==> config.mk <==
export PLATFORM = sky130hd
export DESIGN_NAME = conv_sequencer
export DESIGN_NICKNAME = d
export VERILOG_FILES = /design/src/rtl/conv_sequencer_pkg.sv /design/src/rtl/conv_sequencer_bram_stream_reader.sv /design/src/rtl/conv_sequencer.sv
export SDC_FILE = /design/constraint.sdc
export NUM_CORES = 1
export LEC_CHECK = 0
export ABC_CLOCK_PERIOD_IN_PS = 4500
export CORE_UTILIZATION = 47
export CTS_CLUSTER_SIZE = 16
export DETAILED_ROUTE_END_ITERATION = 7
export PLACE_DENSITY = 0.81
export REMOVE_ABC_BUFFERS = 1
export SLEW_MARGIN = 15
export SYNTH_ARGS = -nofsm -noshare
export SYNTH_HDL_FRONTEND = slang
export SYNTH_SLANG_ARGS = --single-unit
==> constraint.sdc <==
create_clock -name clk -period 4.5 [get_ports clk]
set_clock_uncertainty 0.15 [all_clocks]
set_input_delay 0.45 -clock clk [delete_from_list [all_inputs] [get_ports clk]]
set_output_delay 0.45 -clock clk [all_outputs]
set_load 0.01 [all_outputs]
==> src/rtl/conv_sequencer_pkg.sv <==
// Shared encodings for the convolution sequencer and its BRAM stream reader.
package conv_pkg;

    localparam int RES_W = 32;

    typedef enum logic [1:0] {
        ST_IDLE     = 2'd0,
        ST_PROCESS  = 2'd1,
        ST_STREAM   = 2'd2,
        ST_COMPLETE = 2'd3
    } state_e;

    typedef enum logic [1:0] {
        PS_LOAD     = 2'd0,
        PS_SHIFT    = 2'd1,
        PS_CONVOLVE = 2'd2,
        PS_STORE    = 2'd3
    } proc_e;

    typedef enum logic [1:0] {
        RD_IDLE  = 2'd0,
        RD_ISSUE = 2'd1,
        RD_WAIT  = 2'd2,
        RD_VALID = 2'd3
    } rd_state_e;

endpackage

==> src/rtl/conv_sequencer_bram_stream_reader.sv <==
// Reads DEPTH words back from the output BRAM and presents them on a valid/ready port.
// Handshake: m_data_o/m_valid_o are held stable until a cycle with m_valid_o && m_ready_i.
module bram_stream_reader
    import conv_pkg::*;
#(
    parameter int DEPTH    = 16,
    parameter int ADDR_W   = 4,
    parameter int BRAM_LAT = 2
) (
    input  logic              clk,
    input  logic              rst,
    input  logic              start_i,
    output logic              rd_en_o,
    output logic [ADDR_W-1:0] rd_addr_o,
    input  logic [RES_W-1:0]  rd_data_i,
    output logic [RES_W-1:0]  m_data_o,
    output logic              m_valid_o,
    input  logic              m_ready_i,
    output logic              last_o
);

    localparam int LAT_W = $clog2(BRAM_LAT + 1);

    rd_state_e         state_q, state_d;
    logic [ADDR_W-1:0] addr_q, addr_d;
    logic [LAT_W-1:0]  lat_q, lat_d;
    logic [RES_W-1:0]  data_q, data_d;

    always_ff @(posedge clk or posedge rst) begin
        if (rst) begin
            state_q <= RD_IDLE;
            addr_q  <= '0;
            lat_q   <= '0;
            data_q  <= '0;
        end else begin
            state_q <= state_d;
            addr_q  <= addr_d;
            lat_q   <= lat_d;
            data_q  <= data_d;
        end
    end

    always_comb begin
        state_d = state_q;
        addr_d  = addr_q;
        lat_d   = lat_q;
        data_d  = data_q;
        last_o  = 1'b0;
        case (state_q)
            RD_IDLE: begin
                if (start_i) begin
                    addr_d  = '0;
                    state_d = RD_ISSUE;
                end
            end
            RD_ISSUE: begin
                lat_d   = '0;
                state_d = RD_WAIT;
            end
            RD_WAIT: begin
                // lat_q counts the cycles since issue; read data is valid on the last one
                if (lat_q == LAT_W'(BRAM_LAT - 1)) begin
                    data_d  = rd_data_i;
                    state_d = RD_VALID;
                end else begin
                    lat_d = lat_q + 1'b1;
                end
            end
            RD_VALID: begin
                if (m_ready_i) begin
                    if (addr_q == ADDR_W'(DEPTH - 1)) begin
                        last_o  = 1'b1;
                        addr_d  = '0;
                        state_d = RD_IDLE;
                    end else begin
                        addr_d  = addr_q + 1'b1;
                        state_d = RD_ISSUE;
                    end
                end
            end
            default: state_d = RD_IDLE;
        endcase
    end

    assign rd_en_o   = (state_q == RD_ISSUE);
    assign rd_addr_o = addr_q;
    assign m_data_o  = data_q;
    assign m_valid_o = (state_q == RD_VALID);

endmodule

==> src/rtl/conv_sequencer.sv <==
// Walks the output grid through LOAD/SHIFT/CONVOLVE/STORE, writes results to BRAM port A,
// then streams them back out. Enables are level requests held until the matching done.
module conv_sequencer
    import conv_pkg::*;
#(
    parameter  int IMAGE_WIDTH  = 128,
    parameter  int IMAGE_HEIGHT = 128,
    parameter  int FILTER_SIZE  = 3,
    parameter  int BRAM_LAT     = 2,
    localparam int OUT_W  = IMAGE_WIDTH - FILTER_SIZE + 1,
    localparam int OUT_H  = IMAGE_HEIGHT - FILTER_SIZE + 1,
    localparam int ADDR_W = $clog2(OUT_W * OUT_H),
    localparam int CNT_W  = $clog2(((OUT_W > OUT_H) ? OUT_W : OUT_H) + 1)
) (
    input  logic              clk,
    input  logic              rst,
    input  logic              start,
    output logic              load_en,
    input  logic              load_done,
    output logic              shift_en,
    input  logic              shift_done,
    output logic              conv_en,
    input  logic              convolve_done,
    input  logic [RES_W-1:0]  result_in,
    output logic              out_en,
    output logic              out_we,
    output logic [ADDR_W-1:0] out_addr,
    output logic [RES_W-1:0]  out_din,
    input  logic [RES_W-1:0]  out_dout,
    output logic [RES_W-1:0]  m_data,
    output logic              m_valid,
    input  logic              m_ready,
    output logic [1:0]        state,
    output logic [1:0]        process_state,
    output logic [CNT_W-1:0]  row_count,
    output logic [CNT_W-1:0]  col_count,
    output logic              busy,
    output logic              done
);

    state_e            state_q, state_d;
    proc_e             ps_q, ps_d;
    logic [CNT_W-1:0]  row_q, row_d, col_q, col_d;
    logic [ADDR_W-1:0] wr_q, wr_d;
    logic [RES_W-1:0]  res_q, res_d;
    logic              rd_start, rd_last, rd_en;
    logic [ADDR_W-1:0] rd_addr;
    logic              in_proc, wr_cyc, col_last, row_last;

    always_ff @(posedge clk or posedge rst) begin
        if (rst) begin
            state_q <= ST_IDLE;
            ps_q    <= PS_LOAD;
            row_q   <= '0;
            col_q   <= '0;
            wr_q    <= '0;
            res_q   <= '0;
        end else begin
            state_q <= state_d;
            ps_q    <= ps_d;
            row_q   <= row_d;
            col_q   <= col_d;
            wr_q    <= wr_d;
            res_q   <= res_d;
        end
    end

    assign col_last = (col_q == CNT_W'(OUT_W - 1));
    assign row_last = (row_q == CNT_W'(OUT_H - 1));

    always_comb begin
        state_d  = state_q;
        ps_d     = ps_q;
        row_d    = row_q;
        col_d    = col_q;
        wr_d     = wr_q;
        res_d    = res_q;
        rd_start = 1'b0;
        case (state_q)
            ST_IDLE, ST_COMPLETE: begin
                if (start) begin
                    state_d = ST_PROCESS;
                    ps_d    = PS_LOAD;
                    row_d   = '0;
                    col_d   = '0;
                    wr_d    = '0;
                end
            end
            ST_PROCESS: begin
                case (ps_q)
                    PS_LOAD:  if (load_done)  ps_d = PS_CONVOLVE;
                    PS_SHIFT: if (shift_done) ps_d = PS_CONVOLVE;
                    PS_CONVOLVE: begin
                        if (convolve_done) begin
                            res_d = result_in;
                            ps_d  = PS_STORE;
                        end
                    end
                    PS_STORE: begin
                        // wr_q tracks row*OUT_W+col by simple increment
                        wr_d = wr_q + 1'b1;
                        if (col_last) begin
                            col_d = '0;
                            row_d = row_q + 1'b1;
                            ps_d  = PS_LOAD;
                            if (row_last) begin
                                row_d    = '0;
                                wr_d     = '0;
                                state_d  = ST_STREAM;
                                rd_start = 1'b1;
                            end
                        end else begin
                            col_d = col_q + 1'b1;
                            ps_d  = PS_SHIFT;
                        end
                    end
                    default: ps_d = PS_LOAD;
                endcase
            end
            ST_STREAM: begin
                if (rd_last) state_d = ST_COMPLETE;
            end
            default: state_d = ST_IDLE;
        endcase
    end

    bram_stream_reader #(
        .DEPTH    (OUT_W * OUT_H),
        .ADDR_W   (ADDR_W),
        .BRAM_LAT (BRAM_LAT)
    ) u_reader (
        .clk       (clk),
        .rst       (rst),
        .start_i   (rd_start),
        .rd_en_o   (rd_en),
        .rd_addr_o (rd_addr),
        .rd_data_i (out_dout),
        .m_data_o  (m_data),
        .m_valid_o (m_valid),
        .m_ready_i (m_ready),
        .last_o    (rd_last)
    );

    assign in_proc  = (state_q == ST_PROCESS);
    assign wr_cyc   = in_proc && (ps_q == PS_STORE);
    assign load_en  = in_proc && (ps_q == PS_LOAD);
    assign shift_en = in_proc && (ps_q == PS_SHIFT);
    assign conv_en  = in_proc && (ps_q == PS_CONVOLVE);

    // Port A is shared: writes only from STORE, reads only from the stream reader
    assign out_en   = wr_cyc || rd_en;
    assign out_we   = wr_cyc;
    assign out_addr = wr_cyc ? wr_q : rd_addr;
    assign out_din  = wr_cyc ? res_q : '0;

    assign state         = state_q;
    assign process_state = ps_q;
    assign row_count     = row_q;
    assign col_count     = col_q;
    assign busy          = (state_q == ST_PROCESS) || (state_q == ST_STREAM);
    assign done          = (state_q == ST_COMPLETE);

endmodule

==> impl_metrics.json <==
{
  "cts_tree": "yes",
  "coreArea_sq_um": 11600,
  "arrival_ns": 3.08,
  "p_per_area_nw_per_um2": 460,
  "grt_pass1_vias": 4623,
  "clk_latency_ns": 0.42,
  "fillers": 866,
  "drv_cap": 0,
  "crit_path_start_kind": "flop",
  "fp.dieH_microns": 111,
  "required_ns": 3.90,
  "cts_inserted_buffers": 17,
  "num_rows": 39,
  "synth_area_sq_um": 5630,
  "grt_setup_unrepaired": "no",
  "areaGrowthSynthToFinish_pct": 44.3,
  "layout_common_cells": "clkdlybuf4s50_1, dfrtp_1, mux2_2",
  "start_util": 0.487,
  "clockBufferDepth": 2,
  "drive_above_1_share": 0.167,
  "gp_congestion": 0.843,
  "die_area_sq_um": 12400,
  "fin_crit_ns": 3.68,
  "viasPerCell": 5.36,
  "diodes": 0,
  "grt_max_degree": 78,
  "cts.sinks": 114,
  "cts-root-buf": "clkbuf_16",
  "drv_slew": 0,
  "numPortBuffers": 174,
  "cts_htree_levels": 4,
  "cp-end-kind": "output pin",
  "synth_edf_count": 0,
  "dp_hpwl_mm": 9.96,
  "seq_area_frac_synth": 0.507,
  "wire_per_inst_microns": 16.9,
  "ys_seq_elements": 114,
  "drtIter0Drc": 245,
  "min_from": "res_q[9]$_DFFE_PP0P_",
  "r2r_cells": 8,
  "worstMarginPinSlew_ns": 1.01,
  "synthCells": 509,
  "grt_pass1_wl_mm": 23.5,
  "grt_overflow": 0,
  "placedCellCount": 810,
  "drc": 10,
  "clk_pin_slew_ns": 0.06,
  "final_common_cell": "clkdlybuf4s50_1",
  "dpl_cell_area_sq_um": 7500,
  "violations": "DRC",
  "syn_area_per_cell_sq_um": 11.1,
  "r2r_setup_slack_ns": 1.45,
  "leakagePower_uw": 0.00349,
  "setup_viol": 0,
  "holdPathStages": 1,
  "nNetsFinal": 772,
  "final-hold-violation-count": 0,
  "antenna_found_initial": 0,
  "postCtsSetupBuffers": 0,
  "fp.dieW_microns": 111,
  "synthArstFlopShare": 1.00,
  "drt_wl_total_mm": 14.3,
  "slew-limit-headroom": 0.330,
  "status": "complete, but fails checks",
  "fmax_ghz": 0.272,
  "tns_ns": 0,
  "design_area_sq_um": 8120,
  "worstSetupPathType": "reg -> out",
  "r2r-start": "state[1]$_DFFE_PP0P_",
  "synthFlopType": "dfrtp_1",
  "ir_drop_v": 0.000378,
  "final_cells": 842,
  "ios": 175,
  "first_pass_iters": 7,
  "ys_types": 49,
  "path_max_fanout": 40,
  "ant_nets": 0,
  "via_count": 4516,
  "min_path_type": "reg -> reg",
  "min_period_over_period": 0.818,
  "track_usage": 0.243,
  "cts_resized": 0,
  "ys_warn_count": 0,
  "min_to": "res_q[9]$_DFFE_PP0P_",
  "reg2reg_to": "u_reader.rd_addr_o[8]$_DFFE_PP0P_",
  "holdBufCountCts": 0
}
[layout make-up]
class	instances	area (sq um)	area share
clock buffer	19	443	0.0545
clock inverter	13	184	0.0226
inverter	20	77.6	0.00955
multi-input combinational	355	2620	0.322
sequential	114	2850	0.351
tap	143	179	0.0220
timing repair buffer	178	1770	0.218
[power breakdown]
group,switching (uW),total [uW],internal [uW],leakage (uW)
registers,128,1360,1230,0.00144
logic,487,962,475,0.00175
clock network,483,1420,939,0.000299
[worst max-delay path, cell delays in order, from the launching register on]
cell             delay, ns
dfrtp_1               0.41
inv_1                 0.09
ha_1                  0.34
nand3_1               0.46
inv_1                 0.15
buf_4                 0.33
mux2_2                0.39
clkdlybuf4s50_1       0.48
[metal layers]
layer  share of wire  track usage  vias to the layer above  wire (microns)
li1                -            -                     2149               -
met1            0.41        0.303                     2182            5840
met2            0.49        0.399                      165            7030
met3           0.082       0.0729                       20            1170
met4           0.016       0.0928                        0             221
met5               0            0                        -               0
[through the flow]
| step | total power [uW] | setup WS [ns] | utilization | hold slack, ns |
|---|---|---|---|---|
| floorplan | 1920 | 0.884 | - | 0.316 |
| global placement | 2280 | 1.33 | 0.648 | 0.327 |
| detailed placement | 2320 | 1.25 | 0.648 | 0.336 |
| CTS | 3760 | 0.788 | 0.702 | 0.347 |
| global route | 3940 | 0.614 | 0.702 | 0.353 |
| finish | 3740 | 0.820 | 0.702 | 0.345 |
[cell families (layout without fill, tap and decap cells)]
logic type,Yosys count,count (layout),share of synthesized area
muxes,81,81,0.161
buffers and inverters,40,230,0.0289
and+or+nand+nor,170,170,0.166
DFF,114,114,0.507
AOI/OAI and AO/OA,75,75,0.0824
adders and majority gates,15,15,0.0333
xor gates and xnor gates,14,14,0.0218
[worst max-delay path by stage]
stage,from,slack [ns],cells past startpoint,endpoint
6_report,state[1]$_DFFE_PP0P_,0.82,7,out_addr[12]
5_1_grt,state[1]$_DFFE_PP0P_,0.61,7,out_addr[12]
3_3_place_gp,state[1]$_DFFE_PP0P_,1.33,7,out_addr[10]
3_5_place_dp,state[1]$_DFFE_PP0P_,1.25,7,out_addr[13]
2_1_floorplan,rst,0.88,1,col_count[0]$_DFFE_PP0P_
4_1_cts,state[1]$_DFFE_PP0P_,0.79,7,out_addr[13]
[sequential cells by signal, summed over array words and instances, names as in the netlist]
name                count
process_state           2
u_reader.state_q        2
wr_q                   14
u_reader.lat_q          2
res_q                  32
u_reader.rd_addr_o     14
u_reader.m_data_o      32
state                   2
col_count               7
row_count               7
[cells in the mapped netlist, drive strengths merged, types with 3 or more instances]
master / number / area, sq um
mux2i: 5 / 50.1
nor4: 4 / 40.0
xnor2: 7 / 61.3
xor2: 7 / 61.3
nand4: 11 / 90.1
a21o: 4 / 31.3
and2: 33 / 206
buf: 10 / 48.8
inv: 20 / 75.1
ha: 15 / 188
nor3: 12 / 60.1
nand3: 17 / 85.1
nor2: 26 / 97.6
and3: 8 / 50.1
a21oi: 7 / 35.0
dfrtp: 114 / 2850
nor2b: 4 / 25.0
mux2: 76 / 856
nand3b: 3 / 22.5
clkbuf: 10 / 38.8
o21ai: 38 / 190
nand2: 34 / 128
o21a: 5 / 37.5
nand2b: 8 / 50.1
o31ai: 9 / 67.6
Note: power is estimated with default switching activity, not from simulation.
